**src/rtl/cpu_pkg.sv**
```systemverilog
// Shared CPU definitions: opcode map, datapath widths and the fetch state encoding.
// Imported by fetch, ROM and decode so all stages agree on the instruction format.
package cpu_pkg;
  localparam int PC_W    = 16;
  localparam int INSTR_W = 9;
  localparam int OP_W    = 5;

  localparam logic [OP_W-1:0] OP_ADD  = 5'b00000;
  localparam logic [OP_W-1:0] OP_SUB  = 5'b00001;
  localparam logic [OP_W-1:0] OP_AND  = 5'b00010;
  localparam logic [OP_W-1:0] OP_OR   = 5'b00011;
  localparam logic [OP_W-1:0] OP_XOR  = 5'b00100;
  localparam logic [OP_W-1:0] OP_LDI  = 5'b00101;
  localparam logic [OP_W-1:0] OP_LD   = 5'b00110;
  localparam logic [OP_W-1:0] OP_ST   = 5'b00111;
  localparam logic [OP_W-1:0] OP_JMP  = 5'b11000;
  localparam logic [OP_W-1:0] OP_BEQ  = 5'b11001;
  localparam logic [OP_W-1:0] OP_HALT = 5'b11010;
  localparam logic [OP_W-1:0] OP_TBD  = 5'b11111;

  typedef enum logic {
    ST_RUN  = 1'b0,
    ST_HALT = 1'b1
  } fetch_state_e;
endpackage

```
**src/rtl/if_id_reg.sv**
```systemverilog
// IF/ID pipeline register. Flush wins over load; neither means hold.
// Flush only clears valid: payload of a bubble is don't-care downstream.
module if_id_reg #(
  parameter int PC_W    = 16,
  parameter int INSTR_W = 9
) (
  input  logic               clk,
  input  logic               rst_n,
  input  logic               load,
  input  logic               flush,
  input  logic [INSTR_W-1:0] instr_d,
  input  logic [PC_W-1:0]    pc_d,
  output logic               valid,
  output logic [INSTR_W-1:0] instr,
  output logic [PC_W-1:0]    pc
);
  always_ff @(posedge clk or negedge rst_n) begin
    if (!rst_n) begin
      valid <= 1'b0;
      instr <= '0;
      pc    <= '0;
    end else if (flush) begin
      valid <= 1'b0;
    end else if (load) begin
      valid <= 1'b1;
      instr <= instr_d;
      pc    <= pc_d;
    end
  end
endmodule

```
**src/rtl/instruction_fetch.sv**
```systemverilog
// Fetch stage: PC register, RUN/HALT control and IF/ID capture of the ROM word.
// Optional perf counters (fetch_count, stall_count) when FETCH_PERF_EN is defined.
module instruction_fetch #(
  parameter int              PC_W     = cpu_pkg::PC_W,
  parameter int              INSTR_W  = cpu_pkg::INSTR_W,
  parameter logic [PC_W-1:0] RESET_PC = '0
) (
  input  logic               clk,
  input  logic               rst_n,
  input  logic               stall,
  input  logic               redirect_valid,
  input  logic [PC_W-1:0]    redirect_pc,
  output logic [PC_W-1:0]    pc,
  input  logic [INSTR_W-1:0] instr_in,
  output logic               if_id_valid,
  output logic [INSTR_W-1:0] if_id_instr,
  output logic [PC_W-1:0]    if_id_pc,
`ifdef FETCH_PERF_EN
  output logic [15:0]        fetch_count,
  output logic [15:0]        stall_count,
`endif
  output logic               halted
);
  import cpu_pkg::*;

  fetch_state_e    state, state_n;
  logic [PC_W-1:0] pc_n;
  logic            load, flush;
  logic            is_halt;

  assign is_halt = (instr_in[INSTR_W-1 -: OP_W] == OP_HALT);

  // Priority: redirect > stall > normal. A halt keeps pc on itself so the
  // halted PC stays observable until a redirect releases it.
  always_comb begin
    state_n = state;
    pc_n    = pc;
    load    = 1'b0;
    flush   = 1'b0;
    if (redirect_valid) begin
      pc_n    = redirect_pc;
      flush   = 1'b1;
      state_n = ST_RUN;
    end else if (!stall) begin
      if (state == ST_RUN) begin
        load = 1'b1;
        if (is_halt) state_n = ST_HALT;
        else         pc_n    = pc + 1'b1;
      end else begin
        flush = 1'b1;
      end
    end
  end

  always_ff @(posedge clk or negedge rst_n) begin
    if (!rst_n) begin
      pc     <= RESET_PC;
      state  <= ST_RUN;
      halted <= 1'b0;
    end else begin
      pc     <= pc_n;
      state  <= state_n;
      halted <= (state_n == ST_HALT);
    end
  end

  if_id_reg #(.PC_W(PC_W), .INSTR_W(INSTR_W)) u_if_id (
    .clk     (clk),
    .rst_n   (rst_n),
    .load    (load),
    .flush   (flush),
    .instr_d (instr_in),
    .pc_d    (pc),
    .valid   (if_id_valid),
    .instr   (if_id_instr),
    .pc      (if_id_pc)
  );

`ifdef FETCH_PERF_EN
  always_ff @(posedge clk or negedge rst_n) begin
    if (!rst_n) begin
      fetch_count <= '0;
      stall_count <= '0;
    end else begin
      if (load && fetch_count != 16'hFFFF)
        fetch_count <= fetch_count + 1'b1;
      if (stall && !redirect_valid && stall_count != 16'hFFFF)
        stall_count <= stall_count + 1'b1;
    end
  end
`endif
endmodule

```
**config.mk**
```make
export PLATFORM = sky130hd
export DESIGN_NAME = instruction_fetch
export DESIGN_NICKNAME = d
export VERILOG_FILES = /design/src/rtl/cpu_pkg.sv /design/src/rtl/if_id_reg.sv /design/src/rtl/instruction_fetch.sv
export SDC_FILE = /design/constraint.sdc
export NUM_CORES = 1
export LEC_CHECK = 0
export CAP_MARGIN = 25
export CORE_MARGIN = 1
export CORE_UTILIZATION = 65
export CTS_CLUSTER_SIZE = 20
export DETAILED_ROUTE_END_ITERATION = 7
export DONT_BUFFER_PORTS = 1
export PLACE_DENSITY = 0.81
export SYNTH_ARGS = -nofsm -noshare
export SYNTH_HDL_FRONTEND = slang
export SYNTH_SLANG_ARGS = --single-unit
```
**constraint.sdc**
```tcl
create_clock -name clk -period 3.36 [get_ports clk]
set_input_delay 0.672 -clock clk [delete_from_list [all_inputs] [get_ports clk]]
set_output_delay 0.672 -clock clk [all_outputs]
set_load 0.02 [all_outputs]
```
==> results of run 1 <==
==> repair_timing <==
action,CTS,global route
gates resized for setup,0,0
setup endpoints to repair,0,0
hold buffers,1,0
setup buffers,0,0
hold endpoints to repair,43,0
==> layer usage <==
metal / routed length (um) / up-vias / track usage (%) / share of wire, %
met5: 0 / - / 0 / 0
met4: 17 / 0 / 8.36 / 0.43
met3: 408 / 2 / 12.2 / 10
met2: 1930 / 86 / 42.0 / 49
met1: 1580 / 663 / 32.8 / 40
li1: - / 628 / - / -
==> flip-flops by register name, summed over array words and instances, names as in the netlist <==
name           count
state              1
u_if_id.pc        16
pc                16
u_if_id.instr      9
u_if_id.valid      1
==> per-stage QoR <==
stage | utilization (%) | hold slack [ns] | worst slack (ns) | cells | power [mW]
floorplan | - | 0.376 | 1.42 | 165 | 0.854
global placement | 70.2 | 0.377 | 1.13 | 190 | 0.879
global route | 74.7 | 0.129 | 1.20 | 199 | 1.34
finish | 74.7 | 0.132 | 1.32 | 199 | 1.29
CTS | 74.7 | 0.138 | 1.31 | 199 | 1.30
detailed placement | 70.2 | 0.377 | 0.999 | 190 | 0.889
==> layout make-up <==
cell class | instances | area, sq um
timing repair buffer | 2 | 27.5
multi-input combinational | 113 | 841
inverter | 2 | 7.51
clock inverter | 3 | 67.6
tap | 31 | 38.8
sequential | 43 | 1080
clock buffer | 5 | 37.5
fill | 206 | 709
==> cell usage after synthesis (all sizes together), types with 3 or more instances <==
cell type | count | area [sq um]
buf | 4 | 20.0
dfrtp | 43 | 1080
nand3 | 9 | 45.0
o311ai | 11 | 96.3
nor2 | 6 | 22.5
nand2 | 20 | 75.1
o21ai | 5 | 28.8
clkbuf | 3 | 11.3
and4 | 4 | 35.0
nand4 | 3 | 18.8
mux2 | 26 | 293
xor2 | 3 | 26.3
o211ai | 7 | 52.6
or4 | 5 | 37.5
==> power by group <==
group	internal, mW	total, mW	switching (mW)
logic	0.0723	0.128	0.0553
registers	0.592	0.763	0.172
clock network	0.231	0.399	0.168
total	0.895	1.29	0.395
==> cells by family after synthesis <==
| logic type | Yosys count | share of synthesized area, % |
|---|---|---|
| flip-flops | 43 | 55.0 |
| AND/OR/NAND/NOR | 55 | 15.1 |
| XOR/XNOR | 4 | 1.79 |
| AO/OA/AOI/OAI | 26 | 9.98 |
| adder cells (fa/ha/maj) | 1 | 0.640 |
| buffers and inverters | 9 | 1.98 |
| multiplexers | 27 | 15.5 |
==> how the worst max path moves through the flow <==
| stage | slack [ns] | to | start |
|---|---|---|---|
| after floorplan | 1.42 | pc[12]$_DFFE_PN0P_ | redirect_valid |
| after global placement | 1.13 | pc[14]$_DFFE_PN0P_ | instr_in[6] |
| after detailed placement | 1.0 | pc[14]$_DFFE_PN0P_ | instr_in[6] |
| after CTS | 1.31 | pc[13]$_DFFE_PN0P_ | state$_DFFE_PN0P_ |
| after global routing | 1.20 | pc[14]$_DFFE_PN0P_ | state$_DFFE_PN0P_ |
| final | 1.32 | pc[14]$_DFFE_PN0P_ | state$_DFFE_PN0P_ |
==> impl_metrics.toml, run 1 <==
[final_layout]
layout.nets = 197
layout-drive-gt1-share_pct = 22.6
design_area_sq_um = 2100
most-common-layout-cells = "43 x dfrtp_1, 26 x mux2_2, 20 x nand2_1"
antennaDiodeCount = 0
syn2layout_area_growth_pct = 7.17
layout_commonest_cell = "dfrtp_1"

[floorplan]
rows = 19
start_util_pct = 69.7
dieHeight_um = 56.9
die_w_um = 56.9
coreArea_sq_um = 2810
die_area_sq_um = 3230
io_pins = 72

[detailed_routing]
postRouteAntennaNets = 0
drt_iter0_drc = 64
routed_wl_um = 3940
wl_per_cell_um = 19.8
vias_per_cell = 6.93
drc = 6
firstDrtPassIters = 6
vias = 1379

[synthesis]
syn_area_sq_um = 1960
syn_nets = 195
syn_area_per_cell_sq_um = 11.9
ys_warn_count = 0
ys_seq_area_share_pct = 55.0
synth_cells = 165
synth_cell_type_count = 29
synthArstFlopShare_pct = 100
ys.flop_type = "dfrtp_1"
ys_seq_elements = 43
synth_edf_count = 0

[timing]
finalSetupViolCount = 0
worst-slew-pin-transition_ns = 0.925
fin_worst_skew_ns = 0.00789
finalCritPeriodShare_pct = 60.6
slew_viol_final = 0
rsz0062_at_grt = "false"
slew_headroom_pct = 37.9
hold_viol = 0
tns_ns = 0
fin_crit_ns = 2.04
fmax_ghz = 0.491

[critical_path]
r2r-start = "state$_DFFE_PN0P_"
worstSetupPathType = "reg -> reg"
crit_path_max_fanout = 14
crit_buf_inv = 0
crit_slowest_cell = "dfrtp_1"
cp_slowest_stage_delay_ns = 0.52
cp-start-kind = "flip-flop"
cpMostUsedCell = "o311ai_0"
critPathRequiredTime_ns = 3.58
r2r-end = "pc[14]$_DFFE_PN0P_"
crit_chain = "nor2_1, o21ai_1, o311ai_0, o311ai_0"
crit_family = "compound AO/OA/AOI/OAI gates"
reg2reg_slack_ns = 1.32
crit_cells = 4
end_kind = "flip-flop"
reg2reg_depth = 4
crit_arrival_ns = 2.26

[clock_tree]
cts_buffers = 5
insertion_delay_ns = 0.36
cts_buffer_depth = 2
cts_sinks = 43
path_clk_slew_ns = 0.13
htree_levels = 2
cts_tree = "done"
root_buffer = "clkbuf_4"

[pwr]
ir_drop_mv = 0.449
cellPowerDensity_nw_per_um2 = 616
leakage_nw = 0.853

[run_status]
violations = "design-rule violations"
status = "finished with violations"

[grt]
grt_usage_pct = 26.6
grt-ovfl-total = 0
grt_max_degree = 44
antenna_found_initial = 0
grt_pass1_vias = 1371
grt_first_pass_wirelength_um = 6290

[place]
dpl-instance-area_sq_um = 1970
hpwl_um = 2730
portBuffers = 0
place_congestion = 0.778

[run]
drv_cap = 0

[min_path]
hold_class = "in -> async"
(Power assumes the default switching activity.)
==> run 2: changes to the inputs <==
--- a/config.mk
+++ b/config.mk
@@ -7,11 +7,11 @@
 export LEC_CHECK = 0
 export CAP_MARGIN = 25
 export CORE_MARGIN = 1
-export CORE_UTILIZATION = 65
+export CORE_UTILIZATION = 62
 export CTS_CLUSTER_SIZE = 20
 export DETAILED_ROUTE_END_ITERATION = 7
 export DONT_BUFFER_PORTS = 1
-export PLACE_DENSITY = 0.81
+export PLACE_DENSITY = 0.78
 export SYNTH_ARGS = -nofsm -noshare
 export SYNTH_HDL_FRONTEND = slang
 export SYNTH_SLANG_ARGS = --single-unit
==> constraint.sdc (replaced) <==
create_clock -name clk -period 1.9 [get_ports clk]
set_input_delay 0.38 -clock clk [delete_from_list [all_inputs] [get_ports clk]]
set_output_delay 0.38 -clock clk [all_outputs]
set_load 0.02 [all_outputs]
==> impl_metrics.toml, run 2 (same netlist as run 1, synthesis figures left out) <==
[timing]
slew_headroom_pct = 74.1
fin_worst_skew_ns = 0.00413
finalSetupViolCount = 0
tns_ns = 0
worst-slew-pin-transition_ns = 0.388
rsz0062_at_grt = "false"
fmax_ghz = 0.593
fin_crit_ns = 1.69
slew_viol_final = 0
finalCritPeriodShare_pct = 88.7
hold_viol = 0

[place]
hpwl_um = 3160
place_congestion = 0.887
portBuffers = 0
dp.cells = 219

[floorplan]
start_util_pct = 64.6
die_w_um = 58.2
io_pins = 72
rows = 20
coreArea_sq_um = 3030
die_area_sq_um = 3380
dieHeight_um = 58.2

[clock_tree]
cts_tree = "done"
path_clk_slew_ns = 0.12
cts_buffers = 5
root_buffer = "clkbuf_4"
insertion_delay_ns = 0.34
cts_buffer_depth = 2
htree_levels = 2
cts_setup_buffers = 0
cts_sinks = 43

[pwr]
cellPowerDensity_nw_per_um2 = 936
leakage_nw = 0.919
ir_drop_mv = 0.592

[min_path]
holdCritStartpoint = "redirect_valid"
hold_class = "in -> reg"

[detailed_routing]
vias_per_cell = 6.30
drt_iter0_drc = 95
drc = 0
postRouteAntennaNets = 0
wl_per_cell_um = 19.3
firstDrtPassIters = 4
routed_wl_um = 4410
vias = 1442

[final_layout]
layout_commonest_cell = "dfrtp_1"
layout-drive-gt1-share_pct = 29.2
layout.nets = 214
reg_top3 = "pc (16), u_if_id.pc (16), u_if_id.instr (9)"
fin_cells = 229
most-common-layout-cells = "43 x dfrtp_1, 26 x mux2_2, 20 x nand2_1"
fill_cells = 221
syn2layout_area_growth_pct = 12.0
antennaDiodeCount = 0

[critical_path]
crit_path_max_fanout = 4
critPathRequiredTime_ns = 2.10
crit_chain = "ha_1, and4_1, nand2_1, o311ai_1, o311ai_0"
r2r-start = "pc[0]$_DFFE_PN0P_"
end_kind = "flip-flop"
worstSetupPathType = "reg -> reg"
crit_slowest_cell = "dfrtp_1"
crit_arrival_ns = 1.88
cp-start-kind = "flip-flop"
cp_slowest_stage_delay_ns = 0.40
setup.worst_path.start = "pc[0]$_DFFE_PN0P_"

[grt]
grt_usage_pct = 27.9
grt_pass1_vias = 1468
grt_first_pass_wirelength_um = 6930
grt-ovfl-total = 0
antenna_found_initial = 0
grt_max_degree = 44

[run]
drv_cap = 0

[run_status]
status = "finished clean"
-- run 2: critical path: cells and delay by family, from the launching register on --
family                   cells  cell delay, ns
AO/OA/AOI/OAI                2            0.54
flip-flops                   1            0.40
AND/OR/NAND/NOR              2            0.39
adder cells (fa/ha/maj)      1            0.20
-- run 2: report_power, final --
group,internal (mW),switching [mW]
sequential,1.05,0.245
combinational,0.169,0.177
clock,0.138,0.274
-- run 2: layout make-up --
type | instances | area [sq um] | share of cell area [%]
Sequential cell | 43 | 1080 | 49.1
Tap cell | 44 | 55.1 | 2.51
Multi-Input combinational cell | 113 | 841 | 38.4
Timing Repair Buffer | 19 | 158 | 7.20
Clock buffer | 5 | 37.5 | 1.71
Clock inverter | 3 | 15.0 | 0.686
Inverter | 2 | 7.51 | 0.343
-- run 2: worst paths after layout --
check	endpoint	slack, ns	depth (start not counted)
min in group asynchronous	u_if_id.instr[7]$_DFFE_PN0P_	0.50	2
worst min-delay path	state$_DFFE_PN0P_	0.09	1
worst max register to register	pc[10]$_DFFE_PN0P_	0.21	5
worst min register to register	state$_DFFE_PN0P_	0.65	2
worst max-delay path	pc[10]$_DFFE_PN0P_	0.21	5
max in group asynchronous	u_if_id.pc[13]$_DFFE_PN0P_	1.20	2
-- run 2: what timing repair did --
action                                  4_1_cts  5_1_grt
endpoints found under the hold margin        43        0
hold buffers                                  2        0
resized for setup                             0        1
endpoints found under the setup margin        0        1
-- run 2: metrics by stage --
step / area, sq um / total power, mW / worst slack [ns] / hold slack, ns / util [%]
after floorplan: 1960 / 1.51 / 0.254 / 0.0844 / -
after global placement: 2110 / 1.61 / 0.320 / 0.0852 / 69.6
after detailed placement: 2110 / 1.63 / 0.300 / 0.0852 / 69.6
after CTS: 2190 / 2.07 / 0.263 / 0.0721 / 72.3
after global routing: 2190 / 2.15 / 0.0711 / 0.0501 / 72.3
final: 2190 / 2.05 / 0.215 / 0.0865 / 72.3
-- run 2: layer usage --
layer  global-route usage, %  vias up  routed length [um]
li1                        -      663                   -
met3                    9.60        8                 318
met1                    34.7      706                1850
met2                    46.3       65                2180
met5                       0        -                   0
met4                    8.50        0                  58
